`config.mk`:
```
export PLATFORM = sky130hd
export DESIGN_NAME = sound_sched
export DESIGN_NICKNAME = d
export VERILOG_FILES = /design/src/rtl/sound_pkg.sv /design/src/rtl/sound_sched_prio_enc.sv /design/src/rtl/sound_sched.sv
export SDC_FILE = /design/constraint.sdc
export NUM_CORES = 1
export LEC_CHECK = 0
export BUFFER_PORTS_ARGS = -buffer_cell sky130_fd_sc_hd__clkbuf_2
export CAP_MARGIN = 20
export CORE_MARGIN = 5
export CORE_UTILIZATION = 23
export DETAILED_ROUTE_END_ITERATION = 12
export GPL_TIMING_DRIVEN = 1
export PLACE_DENSITY = 0.48
export SYNTH_ARGS = -nofsm -noshare
export SYNTH_HDL_FRONTEND = slang
export SYNTH_HIERARCHICAL = 1
export SYNTH_SLANG_ARGS = --single-unit
```
`constraint.sdc`:
```
create_clock -name clk -period 4.37 [get_ports clk]
set_input_delay 0.874 -clock clk [delete_from_list [all_inputs] [get_ports clk]]
set_output_delay 0.874 -clock clk [all_outputs]
set_load 0.05 [all_outputs]
```
`src/rtl/sound_pkg.sv`:
```
// Shared types and default widths for the sound-effect path: scheduler, ROM loader, tone generator.
// Latency: none (types and constants only).
// Backpressure: none (types and constants only).
package sound_pkg;

    localparam int DEF_NREQ    = 4;
    localparam int DEF_PSIZE   = 24;
    localparam int DEF_DSIZE   = 8;
    localparam int DEF_AW      = 6;
    localparam int DEF_SEG_LEN = 16;

    // Sequencer states; anything other than IDLE counts as busy.
    typedef enum logic [1:0] {
        IDLE,
        FETCH,
        LOAD,
        PLAY
    } snd_state_t;

    // One sound ROM word. A dur of zero marks the end of a segment.
    typedef struct packed {
        logic [DEF_PSIZE-1:0] period;
        logic [DEF_DSIZE-1:0] dur;
    } sound_entry_t;

endpackage

```
`src/rtl/sound_sched_prio_enc.sv`:
```
// Highest-index priority encoder: idx is the top set bit of req, vld when any bit is set.
// Latency: combinational, zero cycles.
// Backpressure: none, pure function of its input.
module prio_enc #(
    parameter int N = 4,
    parameter int W = (N > 1) ? $clog2(N) : 1
) (
    input  logic [N-1:0] req,
    output logic [W-1:0] idx,
    output logic         vld
);

    // Scan upward so the last hit, the highest index, wins.
    always_comb begin
        idx = '0;
        vld = 1'b0;
        for (int i = 0; i < N; i++) begin
            if (req[i]) begin
                idx = W'(i);
                vld = 1'b1;
            end
        end
    end

endmodule

```
`src/rtl/sound_sched.sv`:
```
// Arbitrates one-shot sound requests and steps through the winner's ROM segment, driving tone_per.
// Latency: req at edge N -> ROM fetch after N+1 -> tone_per valid after N+3.
// Backpressure: none; requests latch into pending, equal or higher priority preempts during PLAY.
module sound_sched
    import sound_pkg::*;
#(
    parameter int NREQ    = DEF_NREQ,
    parameter int PSIZE   = DEF_PSIZE,
    parameter int DSIZE   = DEF_DSIZE,
    parameter int AW      = DEF_AW,
    parameter int SEG_LEN = DEF_SEG_LEN,
    localparam int IDW    = $clog2(NREQ)
) (
    input  logic                   clk,
    input  logic                   reset,
    input  logic                   tick,
    input  logic [NREQ-1:0]        req,
    output logic [AW-1:0]          rom_addr,
    output logic                   rom_en,
    input  logic [PSIZE+DSIZE-1:0] rom_data,
    output logic [PSIZE-1:0]       tone_per,
    output logic                   busy,
    output logic [IDW-1:0]         active_id,
    output logic                   seq_done
);

    localparam int OW = $clog2(SEG_LEN);
    localparam int CW = DSIZE + 4;

    localparam logic [CW-1:0] CNT_ONE  = CW'(1);
    localparam logic [OW-1:0] OFF_ONE  = OW'(1);
    localparam logic [OW-1:0] OFF_LAST = OW'(SEG_LEN - 1);

    snd_state_t      state;
    logic [NREQ-1:0] pending;
    logic [OW-1:0]   offset;
    logic [CW-1:0]   dur_cnt;
    logic [CW-1:0]   dur_lim;

    logic [IDW-1:0]  winner;
    logic            win_vld;
    logic [NREQ-1:0] win_mask;
    logic            launch;
    logic [PSIZE-1:0] ent_period;
    logic [DSIZE-1:0] ent_dur;

    // Segments are power-of-two aligned, so the address is a plain concatenation.
    function automatic logic [AW-1:0] seg_addr(input logic [IDW-1:0] id, input logic [OW-1:0] off);
        return AW'({id, off});
    endfunction

    prio_enc #(
        .N (NREQ),
        .W (IDW)
    ) u_prio_enc (
        .req (pending),
        .idx (winner),
        .vld (win_vld)
    );

    assign ent_period = rom_data[PSIZE+DSIZE-1:DSIZE];
    assign ent_dur    = rom_data[DSIZE-1:0];
    assign win_mask   = NREQ'(1) << winner;
    assign busy       = (state != IDLE);

    // Start a segment from IDLE, or preempt mid-note when the winner is not lower priority.
    always_comb begin
        launch = 1'b0;
        if (win_vld) begin
            if (state == IDLE) begin
                launch = 1'b1;
            end else if (state == PLAY && winner >= active_id) begin
                launch = 1'b1;
            end
        end
    end

    // Sequencer: pending capture, segment launch, per-note fetch/load/play and termination.
    always_ff @(posedge clk or posedge reset) begin
        if (reset) begin
            state     <= IDLE;
            pending   <= '0;
            offset    <= '0;
            tone_per  <= '0;
            active_id <= '0;
            seq_done  <= 1'b0;
            rom_en    <= 1'b0;
            rom_addr  <= '0;
            dur_cnt   <= '0;
            dur_lim   <= '0;
        end else begin
            rom_en   <= 1'b0;
            seq_done <= 1'b0;
            // A same-cycle request from the launched requester is absorbed.
            pending  <= launch ? ((pending | req) & ~win_mask) : (pending | req);

            if (launch) begin
                // tone_per is left alone so a preempted note keeps sounding until the new LOAD.
                active_id <= winner;
                offset    <= '0;
                rom_en    <= 1'b1;
                rom_addr  <= seg_addr(winner, '0);
                state     <= FETCH;
            end else begin
                case (state)
                    IDLE: begin
                    end
                    FETCH: begin
                        state <= LOAD;
                    end
                    LOAD: begin
                        if (ent_dur == '0) begin
                            tone_per <= '0;
                            seq_done <= 1'b1;
                            state    <= IDLE;
                        end else begin
                            // A zero period with nonzero dur is a timed rest.
                            tone_per <= ent_period;
                            dur_lim  <= {ent_dur, 4'b0000};
                            dur_cnt  <= '0;
                            state    <= PLAY;
                        end
                    end
                    PLAY: begin
                        if (tick) begin
                            if (dur_cnt == dur_lim - CNT_ONE) begin
                                if (offset == OFF_LAST) begin
                                    // Last slot of the segment ends it without a further fetch.
                                    tone_per <= '0;
                                    seq_done <= 1'b1;
                                    state    <= IDLE;
                                end else begin
                                    offset   <= offset + OFF_ONE;
                                    rom_en   <= 1'b1;
                                    rom_addr <= seg_addr(active_id, offset + OFF_ONE);
                                    state    <= FETCH;
                                end
                            end else begin
                                dur_cnt <= dur_cnt + CNT_ONE;
                            end
                        end
                    end
                    default: begin
                        state <= IDLE;
                    end
                endcase
            end
        end
    end

endmodule

```
After elaboration in Yosys (flattened, before gate mapping)
Index checks and enable logic that the tools add are counted.
- register bits: 64
- bits in latches: 0
- memory bits (writable): 0
- bits in read-only memories: 0
- bits of input ports: 39
- output and inout port bits: 35
- word-level logic and storage cells: 94
- memories: 0
- add/subtract/negate cells: 3
- $mul: 0
- div/mod/pow operators: 0
- magnitude comparators: 1
- eq/ne operators: 13
- shift operators: 1
- mux-type cells: 47
- bitwise operators: 5
- reduce and logical (&&, ||, !) cells: 14
- operators with widths (cell ; count):
    24-bit 2-to-1 mux ; 4
    24-bit one-hot mux with 2 select lines ; 1
    12-bit 2-to-1 mux ; 3
    6-bit 2-to-1 mux ; 5
    4-bit 2-to-1 mux ; 6
    12-bit one-hot mux with 2 select lines ; 1
    1-bit 2-to-1 mux ; 19
    12-bit by 1-bit adder with 12-bit output (second input constant) ; 1
    12-bit equality test ; 1
    2-bit 2-to-1 mux ; 6
    12-bit by 1-bit subtractor with 12-bit output (second input constant) ; 1
    5-bit AND reduction ; 2
    2-bit nonzero test ; 5
    8-bit zero test ; 1
    2-bit != test (second input constant) ; 4
    2-bit one-hot mux with 3 select lines ; 1
    3-bit AND reduction ; 2
    4-bit by 1-bit adder with 4-bit output (second input constant) ; 1
    4-bit bitwise AND ; 1
    2-bit equality test (second input constant) ; 2
    4-bit equality test (second input constant) ; 1
    2-bit by 1-bit != test with 1-bit output (second input constant) ; 2
    4-bit inverter ; 1
    4-bit OR ; 1
    11 further kinds ; 12

Longest topological paths before layout
- depth in word-level cells: 10
- depth in mapped cells: 11
- depth with buffers taken out: 10

Cells and area by module
Netlist, hierarchy kept.
- by module, submodules not included (module ; times used ; cells each ; area each (µm²) ; sequential area each (µm²)):
    sound_sched ; 1 ; 278 ; 3027.9 ; 1501.4
    prio_enc ; 1 ; 4 ; 23.8 ; 0.0

Worst setup path after synthesis
OpenSTA, ideal clock, no wires.
- path type: input to register
- start point: input port rom_data[4]
- end point: register dur_cnt[7]
- library setup time: 0.128 ns
- data arrival time: 2.649 ns
- data required time: 4.242 ns
- slack: 1.593 ns
- cell stages on the path: 7
- path buffers: 1
- cells stage by stage: or4_1 or3_1 and2_1 o21ai_0 buf_4 nor4_1 mux2_1
- word-level cells in the longest chain between the ends: 3
- ends and longest elaborated chain (item ; line ; RTL):
    from (decl) ; sound_sched.sv:20 ; input logic [PSIZE+DSIZE-1:0] rom_data,
    8-bit zero test ; sound_sched.sv:112 ; if (ent_dur == '0) begin
    2-bit != test (no line) ; - ;
    5-bit AND reduction (no line) ; - ;
    to (signal assigned) ; sound_sched.sv:139 ; dur_cnt <= dur_cnt + CNT_ONE;
    to (decl) ; sound_sched.sv:37 ; logic [CW-1:0] dur_cnt;
Every way passes these cells.
A chain may end at the register's enable or synchronous reset.

Final worst setup path
- start point: register dur_lim[4]
- end point: register tone_per[8]
- word-level cells in the longest chain between the ends: 4
- ends and longest elaborated chain (item ; line ; RTL):
    from (decl) ; sound_sched.sv:38 ; logic [CW-1:0] dur_lim;
    from (signal assigned) ; sound_sched.sv:119 ; dur_lim <= {ent_dur, 4'b0000};
    12-bit by 1-bit subtractor with 12-bit output ; sound_sched.sv:126 ; if (dur_cnt == dur_lim - CNT_ONE) begin
    12-bit equality test ; sound_sched.sv:126 ;
    2-bit by 1-bit != test with 1-bit output (no line) ; - ;
    5-bit AND reduction (no line) ; - ;
    to (signal assigned) ; sound_sched.sv:118 ; tone_per <= ent_period;
    to (decl) ; sound_sched.sv:21 ; output logic [PSIZE-1:0] tone_per,
Every way passes these cells.

==> metrics.yaml <==
timing:
  slew_headroom_pct: 44.5
  worstMarginPinSlew_ns: 0.833
  fin_crit_sh_pct: 69.5
  hold_violations: 0
  setup_viol_count_final: 0
  finalMaxSlewViolations: 0
  finClkSkew_ns: 0.00720
  final_period_minus_worst_setup_slack_ns: 3.04
  rsz0062_at_grt: "false"
  tns_ns: 0
  fmaxAchievable_ghz: 0.329
clock_network:
  clock_latency_ns: 0.33
  clock-sinks: 60
  cts_tree: "yes"
  cts_hold_buf: 0
  htree_levels: 3
  clk_pin_slew_ns: 0.05
  cts-buffers-inserted: 9
  postCtsSetupBuffers: 0
  cts_resized: 0
  cts_buffer_depth: 2
  cts-root-buf: "clkbuf_16"
critical_path:
  start_kind: "flip-flop"
  crit_arrival_ns: 3.24
  path_cells: "inv_1, ha_1, o21ba_2, a221o_1, a221oi_1, nand4_1, a21o_1, a22o_1"
  cp_data_required_time_ns: 4.57
  slowest_stage: "a21o_1"
  cp.depth: 8
  crit_type: "flip-flop to flip-flop"
  crit_fanout: 24
  worstRegToRegCells: 8
  crit_buf_inv: 1
  cpLargestDelayFamily: "compound AO/OA/AOI/OAI gates"
  critPathMaxStageDelay_ns: 0.52
  worst_setup_path_end_kind: "flip-flop"
floorplanning:
  die_h_um: 125
  ios: 74
  die_area_sq_um: 15700
  initial_core_util_pct: 23.2
  die_w_um: 125
  std_cell_rows: 42
  core-area_sq_um: 13100
yosys:
  synth_mux_area_share_pct: 5.99
  yosys.area_share.simple_pct: 15.7
  ys_ff_latch: 60
  synth_fp_nets: 329
  yosysSeqAreaShare_pct: 49.2
  netlist_area_sq_um: 3050
  synthAdderAreaFrac_pct: 3.28
  synth_compound_area_share_pct: 18.5
  synthCells: 282
  yosys_warnings: 6
  synth-xor-area-share_pct: 2.30
  synth_cell_types: 54
  syn_avg_cell_area_sq_um: 10.8
  synth_top_family_by_area: "compound AO/OA/AOI/OAI gates"
pwr:
  p_leak_nw: 1.87
  cellPowerDensity_nw_per_um2: 803
  ir_drop_uv: 438
final_layout:
  fillCellCount: 1392
  fin_area_sq_um: 3950
  seqCellArea_sq_um: 1500
  fin_cells: 536
  layout_common_cells: "clkbuf_2 (73), dfrtp_1 (60), a22o_1 (24), inv_1 (16), nand2_1 (15)"
  multi_input_area_sq_um: 1410
  nNetsFinal: 402
  syn_to_final_growth_pct: 29.6
  diodes: 0
  layout_commonest_cell: "clkbuf_2"
  drive_above_1_share_pct: 31.1
global_route:
  globalRouteTotalUtil_pct: 10.1
  grt_pass1_wl_um: 12900
  gr-total-overflow: 0
  antenna_found_initial: 0
  grt_max_degree: 33
  grt_pass1_vias: 2523
worst_hold_path:
  holdPathStages: 1
  hold_class: "flip-flop to flip-flop"
route:
  drcViolationCount: 0
  ant_nets: 0
  wire_per_inst_um: 14.4
  num_vias: 2480
  routed_wl_um: 7710
  first_iter_violations: 72
  viasPerCell: 4.63
  firstDrtPassIters: 4
flow_run:
  maxCapViolCount: 0
run_status:
  outcome: "finished clean"
placed_design:
  dp.cells: 520
  postPlaceCellArea_sq_um: 3580
  gp_congestion: 0.779
  hpwl_um: 5500
  portBuffers: 73
cell usage after synthesis (all sizes together):
cell,number,area [sq um]
dfrtp,60,1500
a22o,24,210
inv,17,63.8
nand2,15,56.3
a21oi,13,65.1
nor2,13,48.8
mux2,12,143
o21ai,11,55.1
or4,11,86.3
nand3,10,50.1
clkbuf,8,30.0
ha,8,100
or3,8,55.1
nor2b,7,43.8
buf,6,58.8
o31ai,6,45.0
a21o,5,37.5
nand4,5,31.3
nor3,5,30.0
xnor2,5,43.8
mux2i,4,40.0
nor4,3,25.0
xor2,3,26.3
a211oi,2,15.0
a221oi,2,23.8
nand2b,2,12.5
o211a,2,20.0
a2111oi,1,15.0
a221o,1,10.0
a31oi,1,6.26
a41oi,1,8.76
and2,1,6.26
and3b,1,8.76
and4,1,8.76
and4b,1,10.0
o211ai,1,7.51
o21ba,1,10.0
o221ai,1,8.76
o22a,1,8.76
o31a,1,8.76
o32a,1,10.0
or2,1,6.26
worst register-to-register path, cell delays in order, from the launching register on:
cell	delay [ns]
dfrtp_1	0.42
inv_1	0.08
ha_1	0.28
o21ba_2	0.23
a221o_1	0.37
a221oi_1	0.49
nand4_1	0.21
a21o_1	0.52
a22o_1	0.32
power breakdown:
part           internal [mW]  switching (mW)
logic                  0.447           0.925
clock network          0.619           0.254
registers              0.761           0.169
total                   1.83            1.35
worst paths after layout:
check,start,end,slack [ns]
worst max-delay path,dur_lim[4],tone_per[8],1.33
worst min-delay path,tone_per[9],tone_per[9],0.50
worst max register to register,dur_lim[4],tone_per[8],1.33
worst min register to register,tone_per[9],tone_per[9],0.50
max in group asynchronous,reset,state[0],2.86
min in group asynchronous,reset,tone_per[19],0.64
final cells by class:
class | count | area share (%)
multi-input combinational | 191 | 35.7
sequential | 60 | 38.0
timing repair buffer | 76 | 9.81
clock inverter | 3 | 2.28
tap | 176 | 5.57
inverter | 17 | 1.61
clock buffer | 13 | 7.09
metal layers:
| metal | wire length, um | share of wire [%] | vias to the layer above | global-route usage (%) |
|---|---|---|---|---|
| li1 | - | - | 1195 | - |
| met1 | 3670 | 48 | 1221 | 13.6 |
| met2 | 3620 | 47 | 51 | 15.5 |
| met3 | 235 | 3.0 | 13 | 1.75 |
| met4 | 177 | 2.3 | 0 | 5.42 |
| met5 | 0 | 0 | - | 0 |
stage by stage:
stage | hold slack, ns | total power, mW | util (%) | worst slack, ns
2_1_floorplan | 0.476 | 1.98 | - | 1.59
3_3_place_gp | 0.484 | 2.30 | 27.3 | 1.34
3_5_place_dp | 0.485 | 2.31 | 27.3 | 1.35
4_1_cts | 0.500 | 3.22 | 30.1 | 1.30
5_1_grt | 0.515 | 3.36 | 30.1 | 1.03
6_report | 0.497 | 3.17 | 30.1 | 1.33
state kept, by name (all words and copies together) (netlist names):
register,cells
state,2
rom_addr,6
dur_lim,8
dur_cnt,12
tone_per,24
pending,4
rom_en,1
active_id,2
seq_done,1
logic make-up (layout without fill, tap and decap cells):
family / after synthesis / count (layout)
adders and majority gates: 8 / 8
DFF: 60 / 60
xor gates and xnor gates: 8 / 8
muxes: 16 / 16
AOI/OAI and AO/OA: 75 / 75
and+or+nand+nor: 84 / 84
buffers and inverters: 31 / 109
Note: power is estimated with default switching activity, not from simulation.
